`src/rtl/core_memory_pkg.sv`:
```
// core_memory_pkg: shared state encoding, legal byte-select set and lane helpers for the memory responder.
package core_memory_pkg;
  typedef enum logic [2:0] {S_IDLE, S_WAIT, S_DONE, S_FAULT, S_BREAK} state_t;
  localparam int CNT_W = 4;
  localparam logic [3:0] BS_B0 = 4'b0001;
  localparam logic [3:0] BS_B1 = 4'b0010;
  localparam logic [3:0] BS_B2 = 4'b0100;
  localparam logic [3:0] BS_B3 = 4'b1000;
  localparam logic [3:0] BS_LO = 4'b0011;
  localparam logic [3:0] BS_HI = 4'b1100;
  localparam logic [3:0] BS_W  = 4'b1111;
  function automatic logic legal_byte_select(input logic [3:0] bs);
    return bs inside {BS_B0, BS_B1, BS_B2, BS_B3, BS_LO, BS_HI, BS_W};
  endfunction
  function automatic logic [31:0] lane_mask(input logic [3:0] bs);
    return {{8{bs[3]}}, {8{bs[2]}}, {8{bs[1]}}, {8{bs[0]}}};
  endfunction
endpackage

```
`src/rtl/memory_request_decoder.sv`:
```
// memory_request_decoder: combinational range, alignment, byte-select and direction check plus SRAM word offset.
module memory_request_decoder
  import core_memory_pkg::*;
#(
  parameter logic [31:0] ADDRESS_BASE  = 32'h0000_0000,
  parameter int          ADDRESS_WIDTH = 10
) (
  input  logic [31:0]              address_i,
  input  logic [3:0]               byte_select_i,
  input  logic                     read_i,
  input  logic                     write_i,
  output logic                     valid_o,
  output logic [ADDRESS_WIDTH-1:0] word_o
);
  logic [31:0] offset;
  // Base is bank-aligned, so the low offset bits double as the alignment check.
  assign offset  = address_i - ADDRESS_BASE;
  assign word_o  = offset[ADDRESS_WIDTH+1:2];
  assign valid_o = (offset[31:ADDRESS_WIDTH+2] == '0) && (offset[1:0] == 2'b00)
                   && legal_byte_select(byte_select_i) && !(read_i && write_i);
endmodule

```
`src/rtl/core_memory_responder.sv`:
```
// core_memory_responder: validates core memory requests and services them from a single-port SRAM with wait states.
// Define BREAKPOINT_EN to add the address-breakpoint compare and its breakpoint_* ports.
module core_memory_responder
  import core_memory_pkg::*;
#(
  parameter logic [31:0] ADDRESS_BASE  = 32'h0000_0000,
  parameter int          ADDRESS_WIDTH = 10,
  parameter int          WAIT_STATES   = 1
) (
  input  logic                     clk,
  input  logic                     rst,
  input  logic [31:0]              memoryAddress,
  input  logic [3:0]               memoryByteSelect,
  input  logic                     memoryWriteEnable,
  input  logic                     memoryReadEnable,
  input  logic [31:0]              memoryDataWrite,
  output logic [31:0]              memoryDataRead,
  output logic                     memoryBusy,
  output logic                     memoryAccessFault,
  output logic                     addressBreakpoint,
  output logic [ADDRESS_WIDTH-1:0] sram_address,
  output logic                     sram_enable,
  output logic                     sram_writeEnable,
  output logic [3:0]               sram_writeMask,
  output logic [31:0]              sram_dataWrite,
  input  logic [31:0]              sram_dataRead
`ifdef BREAKPOINT_EN
  ,
  input  logic [31:0]              breakpoint_address,
  input  logic                     breakpoint_enable
`endif
);
  localparam logic [CNT_W-1:0] WS = CNT_W'(WAIT_STATES);
  state_t state_q, state_d;
  logic [CNT_W-1:0] cnt_q, cnt_d;
  logic [31:0] data_q, data_d;
  logic req, valid, strobe, bp_hit, done;
  logic [ADDRESS_WIDTH-1:0] word;
  logic [31:0] rd_src;
  assign req = memoryReadEnable || memoryWriteEnable;
`ifdef BREAKPOINT_EN
  assign bp_hit = breakpoint_enable && (memoryAddress[31:2] == breakpoint_address[31:2]);
`else
  assign bp_hit = 1'b0;
`endif
  memory_request_decoder #(
    .ADDRESS_BASE (ADDRESS_BASE),
    .ADDRESS_WIDTH(ADDRESS_WIDTH)
  ) u_decoder (
    .address_i    (memoryAddress),
    .byte_select_i(memoryByteSelect),
    .read_i       (memoryReadEnable),
    .write_i      (memoryWriteEnable),
    .valid_o      (valid),
    .word_o       (word)
  );
  always_comb begin
    state_d = state_q;
    cnt_d   = cnt_q;
    data_d  = data_q;
    strobe  = 1'b0;
    case (state_q)
      S_IDLE: if (req) begin
        if (!valid) state_d = S_FAULT;
        else if (bp_hit) state_d = S_BREAK;
        else begin
          strobe  = 1'b1;
          cnt_d   = WS;
          state_d = (WS != '0) ? S_WAIT : S_DONE;
        end
      end
      S_WAIT: if (!req) begin
        state_d = S_IDLE;
        cnt_d   = '0;
      end else begin
        cnt_d = cnt_q - 1'b1;
        if (cnt_q == WS) data_d = sram_dataRead;
        if (cnt_q <= CNT_W'(1)) state_d = S_DONE;
      end
      default: begin
        state_d = S_IDLE;
        cnt_d   = '0;
      end
    endcase
  end
  always_ff @(posedge clk) begin
    if (rst) begin
      state_q <= S_IDLE;
      cnt_q   <= '0;
      data_q  <= '0;
    end else begin
      state_q <= state_d;
      cnt_q   <= cnt_d;
      data_q  <= data_d;
    end
  end
  // Outputs are forced quiet while reset is held, even with a request still present.
  always_comb begin
    done              = !rst && (state_q == S_DONE);
    rd_src            = (WS == '0) ? sram_dataRead : data_q;
    memoryDataRead    = (done && !memoryWriteEnable) ? (rd_src & lane_mask(memoryByteSelect)) : '0;
    memoryBusy        = !rst && req && !(state_q inside {S_DONE, S_FAULT, S_BREAK});
    memoryAccessFault = !rst && (state_q == S_FAULT);
    addressBreakpoint = !rst && (state_q == S_BREAK);
    sram_enable       = !rst && strobe;
    sram_writeEnable  = sram_enable && memoryWriteEnable;
    sram_writeMask    = sram_enable ? memoryByteSelect : '0;
    sram_address      = sram_enable ? word : '0;
    sram_dataWrite    = sram_enable ? memoryDataWrite : '0;
  end
endmodule

```
`config.mk`:
```
export PLATFORM = sky130hd
export DESIGN_NAME = core_memory_responder
export DESIGN_NICKNAME = d
export VERILOG_FILES = /design/src/rtl/core_memory_pkg.sv /design/src/rtl/memory_request_decoder.sv /design/src/rtl/core_memory_responder.sv
export SDC_FILE = /design/constraint.sdc
export NUM_CORES = 1
export LEC_CHECK = 0
export BUFFER_PORTS_ARGS = -buffer_cell sky130_fd_sc_hd__buf_2
export CORE_ASPECT_RATIO = 1.25
export CORE_MARGIN = 1.5
export CORE_UTILIZATION = 35
export DETAILED_ROUTE_END_ITERATION = 8
export PLACE_DENSITY = 0.71
export SYNTH_ARGS = -nofsm -noshare
export SYNTH_HDL_FRONTEND = slang
export SYNTH_SLANG_ARGS = --single-unit
```
`constraint.sdc`:
```
create_clock -name clk -period 2.25 [get_ports clk]
set_input_delay 0.1125 -clock clk [delete_from_list [all_inputs] [get_ports clk]]
set_output_delay 0.1125 -clock clk [all_outputs]
set_load 0.005 [all_outputs]
```
==> key figures, run 1 <==
STA
  – Final Max Tran Viols: 0
  – Period utilisation layout: 0.928
  – Fmax: roughly 480 MHz
  – Clock Skew: around 7 ps
  – RSZ-0062 raised after global routing: no
  – Final count of hold timing violations: 0
  – Minimum clock period: 2090 ps
  – Setup Viol. Count Final: 0
  – Fin Setup TNS: 0 ps

Synth
  – Post-synth EDFFs: 0
  – Synthesized area: around 2100 µm²
  – Synth Net Count: 400
  – Ys flop type: dfxtp_1
  – Post-synthesis mux area share: 0
  – Post-synthesis simple-gate area fraction: 0.444
  – Synth Register Bits: 38
  – Synth Area per Inst: 7.31 µm²
  – Seq/Total Area, Yosys: 0.354
  – Ys async rst share: 0
  – Largest family of logic cells by synthesized area: simple AND/OR/NAND/NOR gates
  – Synth Area in Compound Gates: 0.123
  – Adder-cell share of the synthesized area: 0.0116
  – Yosys cell types: 34
  – Yosys Warn Count: 0
  – Synth Area in XOR/XNOR: 0
  – Mapped Cells: between 200 and 300

Global route
  – First-pass GRT wire length: 12600 µm
  – Initial antenna violation count: 1
  – Total GRT Usage: 0.247
  – Largest net degree at the start of global routing: 38
  – Vias in the first global route: 2482
  – Overflow after GRT: 0

Hold path
  – Worst min path class: primary input to register

Worst setup path
  – Setup CP Type: register to primary output
  – Startpoint Class: register
  – R2R setup slack: roughly 480 ps
  – Arrival time at the worst endpoint: 1970 ps
  – Worst path required time: roughly 2100 ps
  – CP endpoint kind: primary output
  – CP Cell Sequence: or4_1 > nor4_4 > buf_4 > and2_1 > buf_2
  – Slowest stage cell, crit path: or4_1
  – CP Max Fanout: 26
  – Cell family with the largest share of critical-path delay: simple AND/OR/NAND/NOR gates
  – Crit path largest cell delay: 580 ps
  – Worst path bufs/invs: 2

Floorplanning
  – Die W: between 70 and 80 µm
  – Core ar.: approximately 6000 µm²
  – Row Count: 31
  – DIE AREA: 6620 µm²
  – Io pins: roughly 190
  – Die H: 90.6 µm
  – Initial core utilization: 0.367

Cells and area
  – Commonest non-fill, non-tap cell in the layout: buf_2
  – Fraction of layout cells with a size suffix above 1: 0.434
  – Fill cells: roughly 590
  – Final Util: 0.557
  – Area delta synth->final: 51.7%
  – Final #Nets: between 500 and 600
  – Most frequent cells in the layout: buf_2, nand2_1, and2_1

Power and ir drop
  – Cell leakage power: 1.77 nW
  – Power per cell area: 468 nW/µm²
  – VDD IR-drop max: 0.393 mV

Routing
  – DRC Markers: 0
  – Drt first pass iters: 4
  – Wirelength, routed: between 8000 and 9000 µm
  – Routed vias: approximately 2.7k
  – Drt wl/cell: approximately 15 µm
  – 1st-iter DRT viols: approximately 160
  – Via density: around 5
  – Routed Antenna Nets: 0

Placed design
  – # port buffers: 185
  – RD Place Congestion: between 0.8 and 0.9
  – DP HPWL: 6640 µm

Clock tree
  – Cts repair resizes: 0
  – H-tree Lvls: 2
  – TritonCTS clock tree: done
  – Clk sinks: 38
  – Clock Path Buffers: 2
  – TritonCTS buffer count: 5
  – Hold Buf Count CTS: 0
  – Clock input transition at the sequential cells of the worst setup and hold paths: 70 ps
  – CTS root buf: clkbuf_8
  – Postcts setup bufs: 0
  – Clock Latency Late Sink: roughly 280 ps

Status
  – Status: complete, no violations

Flow run
  – Number of max-cap violations: 0
-- kinds of logic after synthesis --
family,after synthesis
simple gates,177
compound gates,47
other cells,1
flops,38
buf+inv,29
fa+ha+maj,2
-- report_power, final --
part / switching (W) / leakage, nW / internal [W]
combinational: 0.000130 / 1.41 / 0.000114
clock: 0.000229 / 0.0525 / 0.000332
sequential: 0.0000227 / 0.307 / 0.000696
total: 0.000382 / 1.77 / 0.00114
-- worst reg2reg max path: cells and delay by family, from the launching register on --
kind | cells | cell delay, ps
simple gates | 3 | 900
flops | 1 | 460
buf+inv | 1 | 240
compound gates | 1 | 60
-- registers in the layout, summed over array words and instances, names as in the netlist --
| name | count |
|---|---|
| state_q | 2 |
| data_q | 32 |
| cnt_q | 4 |
-- cell usage after synthesis (all sizes together), types with 2 or more instances --
library cell / instances / share of area
nor3: 2 / 0.0047
nor4: 9 / 0.032
nand2b: 2 / 0.0058
inv: 4 / 0.0070
clkbuf: 14 / 0.024
nand2: 66 / 0.12
buf: 11 / 0.034
and2: 48 / 0.14
and3: 33 / 0.096
or3: 2 / 0.0058
nor2: 5 / 0.0087
o31ai: 3 / 0.010
ha: 2 / 0.012
nor3b: 2 / 0.0070
o21ai: 3 / 0.0087
a21oi: 34 / 0.079
dfxtp: 38 / 0.35
nor4b: 2 / 0.0082
or4: 3 / 0.010
-- path summary, 6_finish.rpt --
check	from	to	cells after the start
hold / removal	sram_dataRead[16]	data_q[16]	3
setup / recovery	state_q[0]	sram_address[0]	5
setup reg to reg	state_q[0]	data_q[9]	5
hold reg to reg	data_q[25]	data_q[25]	2
-- final cells by class --
cell class	count	area, µm²	area share
inverters	4	15.0	0.00461
multi-input cells	227	1270	0.390
flip-flops and latches	38	761	0.233
repair buffers	195	1000	0.307
clock inverters	1	30.0	0.00921
clock buffers	7	76.3	0.0234
diodes	1	2.50	0.000768
well taps	82	103	0.0315
-- stage by stage --
stage	instances	worst slack, ps	power (W)	instance area [µm²]	hold WS (ps)
2_1_floorplan	294	650	0.000836	2150	248
6_report	555	163	0.00152	3260	57.3
3_3_place_gp	546	331	0.000979	3150	355
3_5_place_dp	546	356	0.000977	3150	359
5_1_grt	554	37.7	0.00159	3260	50.6
4_1_cts	554	158	0.00153	3260	49.9
-- routing by layer --
metal  GRT usage  up-vias  wire length, µm  part of all wire
met1       0.336     1241             3680              0.43
met5           0        -                0                 0
met3      0.0547        8              778             0.091
li1            -     1345                -                 -
met2       0.395      128             3960              0.46
met4      0.0566        0              102             0.012
Power figures use the tool's default switching activity.
==> run 2: changes to the inputs <==
--- a/config.mk
+++ b/config.mk
@@ -11,6 +11,8 @@
 export CORE_UTILIZATION = 35
 export DETAILED_ROUTE_END_ITERATION = 8
 export PLACE_DENSITY = 0.71
+export SETUP_SLACK_MARGIN = 0.4
+export SLEW_MARGIN = 20
 export SYNTH_ARGS = -nofsm -noshare
 export SYNTH_HDL_FRONTEND = slang
 export SYNTH_SLANG_ARGS = --single-unit
==> key figures, run 2 (same netlist as run 1, synthesis figures left out) <==
Status
  – Status: complete, no violations

STA
  – RSZ-0062 raised after global routing: yes
  – Period utilisation layout: 0.891 (-0.0367)
  – Worst hold slack: 55.0 ps (-2.25 ps)
  – Final count of hold timing violations: 0 (unchanged)
  – Fmax: 499 MHz (+4.1%)
  – Fin Setup TNS: 0 ps (unchanged)
  – Setup Viol. Count Final: 0 (unchanged)
  – Minimum clock period: 2000 ps (-82.7 ps)
  – Clock Skew: 9.81 ps (+2.88 ps)
  – Final Max Tran Viols: 0 (unchanged)

Floorplanning
  – DIE AREA: 6620 µm² (unchanged)
  – Initial core utilization: 0.367 (unchanged)
  – Core ar.: 5860 µm² (unchanged)
  – Die W: 73.1 µm (unchanged)
  – Row Count: 31 (unchanged)
  – Io pins: 187 (unchanged)
  – Die H: 90.6 µm (unchanged)

Global route
  – Largest net degree at the start of global routing: 38 (unchanged)
  – Total GRT Usage: 0.261 (+0.0138)
  – Initial antenna violation count: 1 (unchanged)
  – Vias in the first global route: 2595 (+4.6%)
  – Grt met2 use: 0.430 (+0.0356)
  – First-pass GRT wire length: 13200 µm (+5.3%)
  – Gr busiest metal: met2
  – Routing usage on met3: 0.0580 (+0.00335)
  – Overflow after GRT: 0 (unchanged)
  – Met1 Usage GRT: 0.340 (+0.00415)

Clock tree
  – Clock input transition at the sequential cells of the worst setup and hold paths: 80 ps (about the same)
  – CTS root buf: clkbuf_8
  – Clock Latency Late Sink: 290 ps (about the same)
  – Hold Buf Count CTS: 0 (unchanged)
  – Clock Path Buffers: 2 (unchanged)
  – H-tree Lvls: 2 (unchanged)
  – TritonCTS buffer count: 5 (unchanged)
  – TritonCTS clock tree: done
  – Clk sinks: 38 (unchanged)

Worst setup path
  – Crit path largest cell delay: 540 ps (-40 ps)
  – Reg-to-reg startpoint: state_q[1]
  – CP Launch Point: state_q[1]
  – Worst path required time: 2140 ps (about the same)
  – Reg2reg path depth: 6 (+1)
  – Setup CP Type: register to primary output
  – Slowest stage cell, crit path: or4_4
  – Startpoint Class: register
  – Arrival time at the worst endpoint: 1890 ps (-80 ps)
  – Cell family with the largest share of critical-path delay: simple AND/OR/NAND/NOR gates
  – R2R setup slack: 490 ps (about the same)
  – Critical Path End: sram_address[6]
  – Reg-to-Reg End: data_q[28]
  – Stages on worst setup path: 6 (+1)
  – CP Cell Sequence: or4_4 > nor4_4 > buf_6 > buf_12 > and2_1 > buf_2
  – Worst path bufs/invs: 3 (+1)
  – CP Max Fanout: 22 (-15%)
  – CP endpoint kind: primary output

Cells and area
  – Commonest non-fill, non-tap cell in the layout: buf_2
  – Largest registers: data_q x32, cnt_q x4, state_q x2
  – Area delta synth->final: 61.4%
  – Largest register by flop count: data_q
  – Final Util: 0.592 (+0.0355)
  – Final #Nets: 583 (+1.0%)
  – Max reg flops: 32 (unchanged)
  – Most frequent cells in the layout: buf_2, nand2_1, dfxtp_1
  – Fraction of layout cells with a size suffix above 1: 0.477 (+0.0427)

Routing
  – 1st-iter DRT viols: 164 (unchanged)
  – Routed Antenna Nets: 0 (unchanged)
  – Wirelength, routed: 8990 µm (+5.6%)
  – Drt wl/cell: 16.0 µm (+4.5%)
  – Drt first pass iters: 4 (unchanged)
  – DRC Markers: 0 (unchanged)
  – Routed vias: 2793 (+2.6%)
  – Via density: 4.98 (+1.5%)

Power and ir drop
  – Power per cell area: 445 nW/µm² (-4.8%)
  – VDD IR-drop max: 0.396 mV (+0.65%)
  – Tot Pwr: 0.00154 W (+1.2%)
  – Cell leakage power: 1.84 nW (+4.0%)

Flow run
  – Number of max-cap violations: 0 (unchanged)

Placed design
  – RD Place Congestion: 0.851 (unchanged)
  – DP HPWL: 6640 µm (unchanged)
  – # port buffers: 185 (unchanged)

Hold path
  – Worst min path class: primary input to register
  – Worst hold path depth: 3 (unchanged)
## run 2: worst register-to-register path, stage by stage, from the launching register on
cell      delay, ps
dfxtp_4         350
buf_4           150
nand2b_2        250
or4_1           550
buf_4           210
nand2_1          70
a21oi_1          60
## run 2: layout make-up
cell class              instances  area, µm²
fillers                       574       2390
multi-input cells             227       1320
repair buffers                201       1150
flip-flops and latches         38        768
well taps                      82        103
clock buffers                   7       76.3
clock inverters                 1       30.0
inverters                       4       15.0
diodes                          1       2.50
## run 2: through the flow
stage / worst slack, ps / cell area (µm²) / instances
4_1_cts: 250 / 3400 / 560
3_3_place_gp: 331 / 3150 / 546
2_1_floorplan: 650 / 2150 / 294
5_1_grt: 164 / 3460 / 560
3_5_place_dp: 356 / 3150 / 546
6_report: 246 / 3470 / 561
## run 2: routing by layer
layer	part of all wire	up-vias	wire (µm)
met5	0	-	0
met4	0.020	0	178
met3	0.083	16	747
met2	0.47	134	4240
met1	0.43	1286	3820
li1	-	1357	-
## run 2: worst min path at each step
stage	start	end	slack (ps)
final	sram_dataRead[16]	data_q[16]	60
after global routing	sram_dataRead[6]	data_q[6]	50
after CTS	sram_dataRead[16]	data_q[16]	50
after detailed placement	sram_dataRead[12]	data_q[12]	360
after global placement	sram_dataRead[3]	data_q[3]	350
after floorplan	sram_dataRead[0]	data_q[0]	250
## run 2: power by group
| part | internal, W | switching [W] |
|---|---|---|
| Combinational | 0.000124 | 0.000143 |
| Clock | 0.000332 | 0.000230 |
| Sequential | 0.000697 | 0.0000180 |
## run 2: repair_timing
action                     CTS  global route
cloned                       3             0
setup endpoints to repair   48            92
setup buffers                3             0
resized for setup           28            14
pin swaps                   10             1
==> run 3: changes to the inputs <==
--- a/config.mk
+++ b/config.mk
@@ -10,7 +10,9 @@
 export CORE_MARGIN = 1.5
 export CORE_UTILIZATION = 35
 export DETAILED_ROUTE_END_ITERATION = 8
+export HOLD_SLACK_MARGIN = 0.08
 export PLACE_DENSITY = 0.71
+export REMOVE_ABC_BUFFERS = 1
 export SETUP_SLACK_MARGIN = 0.4
 export SLEW_MARGIN = 20
 export SYNTH_ARGS = -nofsm -noshare
==> key figures, run 3 (same netlist as run 1, synthesis figures left out) <==
STA
  – Worst slew margin: 0.447
  – Final Max Tran Viols: 0 (unchanged)
  – Fin Setup TNS: 0 ps (unchanged)
  – Clock Skew: 8.06 ps (-1.75 ps)
  – Fmax: 492 MHz (-1.3%)
  – Final count of hold timing violations: 0 (unchanged)
  – RSZ-0062 raised after global routing: yes
  – Minimum clock period: 2030 ps (+26.7 ps)
  – Setup Viol. Count Final: 0 (unchanged)
  – Period utilisation layout: 0.903 (+0.0119)
  – Worst-margin pin slew: approximately 830 ps

Placed design
  – # port buffers: 185 (unchanged)
  – DP HPWL: 6140 µm (-7.6%)
  – Placed cell count: 542 (-0.73%)
  – RD Place Congestion: 0.820 (-3.6%)

Power and ir drop
  – Power per cell area: 427 nW/µm² (-4.1%)
  – VDD IR-drop max: 0.323 mV (-18%)
  – Cell leakage power: 1.96 nW (+6.7%)

Cells and area
  – Max reg flops: 32 (unchanged)
  – Post-route non-filler standard cell count: 590 (+5.2%)
  – Commonest non-fill, non-tap cell in the layout: buf_2
  – Most frequent cells in the layout: buf_2, nand2_1, and2_1
  – Largest registers: data_q x32, cnt_q x4, state_q x2
  – Largest register by flop count: data_q
  – Area delta synth->final: 75.8%
  – Final #Nets: 613 (+5.1%)
  – Fraction of layout cells with a size suffix above 1: 0.444 (-0.0332)

Clock tree
  – CTS root buf: clkbuf_8
  – Clk sinks: 38 (unchanged)
  – Clock Latency Late Sink: 290 ps (about the same)
  – H-tree Lvls: 2 (unchanged)
  – Clock input transition at the sequential cells of the worst setup and hold paths: 70 ps (about the same)
  – TritonCTS buffer count: 5 (unchanged)
  – TritonCTS clock tree: done
  – Clock Path Buffers: 2 (unchanged)

Worst setup path
  – Crit path largest cell delay: 540 ps (about the same)
  – R2R setup slack: 490 ps (about the same)
  – Stages on worst setup path: 6 (unchanged)
  – CP endpoint kind: primary output
  – Reg2reg path depth: 6 (unchanged)
  – Reg-to-reg startpoint: state_q[1]
  – Arrival time at the worst endpoint: 1920 ps (+30 ps)
  – Worst path required time: 2140 ps (about the same)
  – CP Cell Sequence: or4_4 > nor4_4 > buf_6 > buf_6 > and2_1 > buf_2
  – Most used cell along the critical path: buf_6
  – Reg-to-Reg End: data_q[0]
  – CP Launch Point: state_q[1]
  – Setup CP Type: register to primary output
  – Cell family with the largest share of critical-path delay: simple AND/OR/NAND/NOR gates
  – Critical Path End: sram_dataWrite[31]
  – CP Max Fanout: 8 (-64%)
  – Startpoint Class: register
  – Slowest stage cell, crit path: or4_4
  – Worst path bufs/invs: 3 (unchanged)

Routing
  – Drt wl/cell: 16.1 µm (+0.26%)
  – Routed vias: 2956 (+5.8%)
  – Routed Antenna Nets: 0 (unchanged)
  – DRC Markers: 0 (unchanged)
  – Wirelength, routed: 9480 µm (+5.4%)
  – Via density: 5.01 (+0.63%)
  – 1st-iter DRT viols: 211 (+29%)
  – Drt first pass iters: 4 (unchanged)

Global route
  – Overflow after GRT: 0 (unchanged)
  – Largest net degree at the start of global routing: 38 (unchanged)
  – First-pass GRT wire length: 13400 µm (+1.3%)
  – Initial antenna violation count: 1 (unchanged)
  – Total GRT Usage: 0.263 (+0.00218)
  – Vias in the first global route: 2742 (+5.7%)

Hold path
  – Hold Path Origin: memoryAddress[0]
  – Worst min path class: primary input to register

Floorplanning
  – Initial core utilization: 0.367 (unchanged)
  – Io pins: 187 (unchanged)
  – Row Count: 31 (unchanged)
  – Core ar.: 5860 µm² (unchanged)
  – Die W: 73.1 µm (unchanged)
  – Die H: 90.6 µm (unchanged)
  – DIE AREA: 6620 µm² (unchanged)

Status
  – Status: complete, no violations

Flow run
  – Number of max-cap violations: 0 (unchanged)
run 3: cell count changes in the layout (fill, tap and decap cells not counted), moves of 2 or more:
cell,delta
dlygate4sd3_1,+32
buf_4,-4
and2_1,+3
and2_4,-3
clkbuf_1,-2
run 3: what timing repair did:
item                                    4_1_cts  5_1_grt
buffers inserted                              3        0
cloned                                        3        2
endpoints found under the setup margin       48      112
pin swaps                                     6        2
gates resized for setup                      22       25
hold buffers                                 32        0
endpoints found under the hold margin        32        0
run 3: layer usage:
| layer | wire [µm] | vias up | track usage |
|---|---|---|---|
| met1 | 3680 | 1349 | 0.315 |
| met5 | 13 | - | 0 |
| met3 | 1020 | 23 | 0.0647 |
| met4 | 252 | 2 | 0.0881 |
| li1 | - | 1412 | - |
| met2 | 4520 | 170 | 0.448 |
run 3: cell type report:
| type | count | area, µm² |
|---|---|---|
| well taps | 82 | 103 |
| inverters | 4 | 15.0 |
| multi-input cells | 227 | 1320 |
| clock buffers | 6 | 82.6 |
| diodes | 1 | 2.50 |
| repair buffers | 231 | 1460 |
| flip-flops and latches | 38 | 768 |
| clock inverters | 1 | 30.0 |
| fillers | 517 | 2080 |
run 3: how the worst min path moves through the flow:
stage,endpoint,slack [ps],cells past startpoint
finish,cnt_q[3],290,5
CTS,cnt_q[3],270,5
floorplan,cnt_q[1],180,1
global placement,data_q[27],350,3
detailed placement,data_q[20],360,3
global route,cnt_q[3],310,5
run 3: worst reg2reg max path: stages (launching register included):
cell      delay, ps
dfxtp_4         350
buf_4           150
nand2b_2        240
or4_1           500
buf_6           210
nand2_1         120
a21oi_1          70
run 3: metrics by stage:
step	setup WS, ps	util	cell area, µm²	hold WS [ps]	power, W
2_1_floorplan	-312	-	2020	182	0.000816
3_3_place_gp	412	0.533	3120	353	0.000965
3_5_place_dp	325	0.533	3120	357	0.000969
4_1_cts	198	0.626	3670	266	0.00161
5_1_grt	138	0.645	3770	307	0.00169
6_report	219	0.645	3780	287	0.00161
run 3: power breakdown:
group          switching [W]  internal, W
logic               0.000150     0.000160
registers          0.0000172     0.000697
clock network       0.000234     0.000355
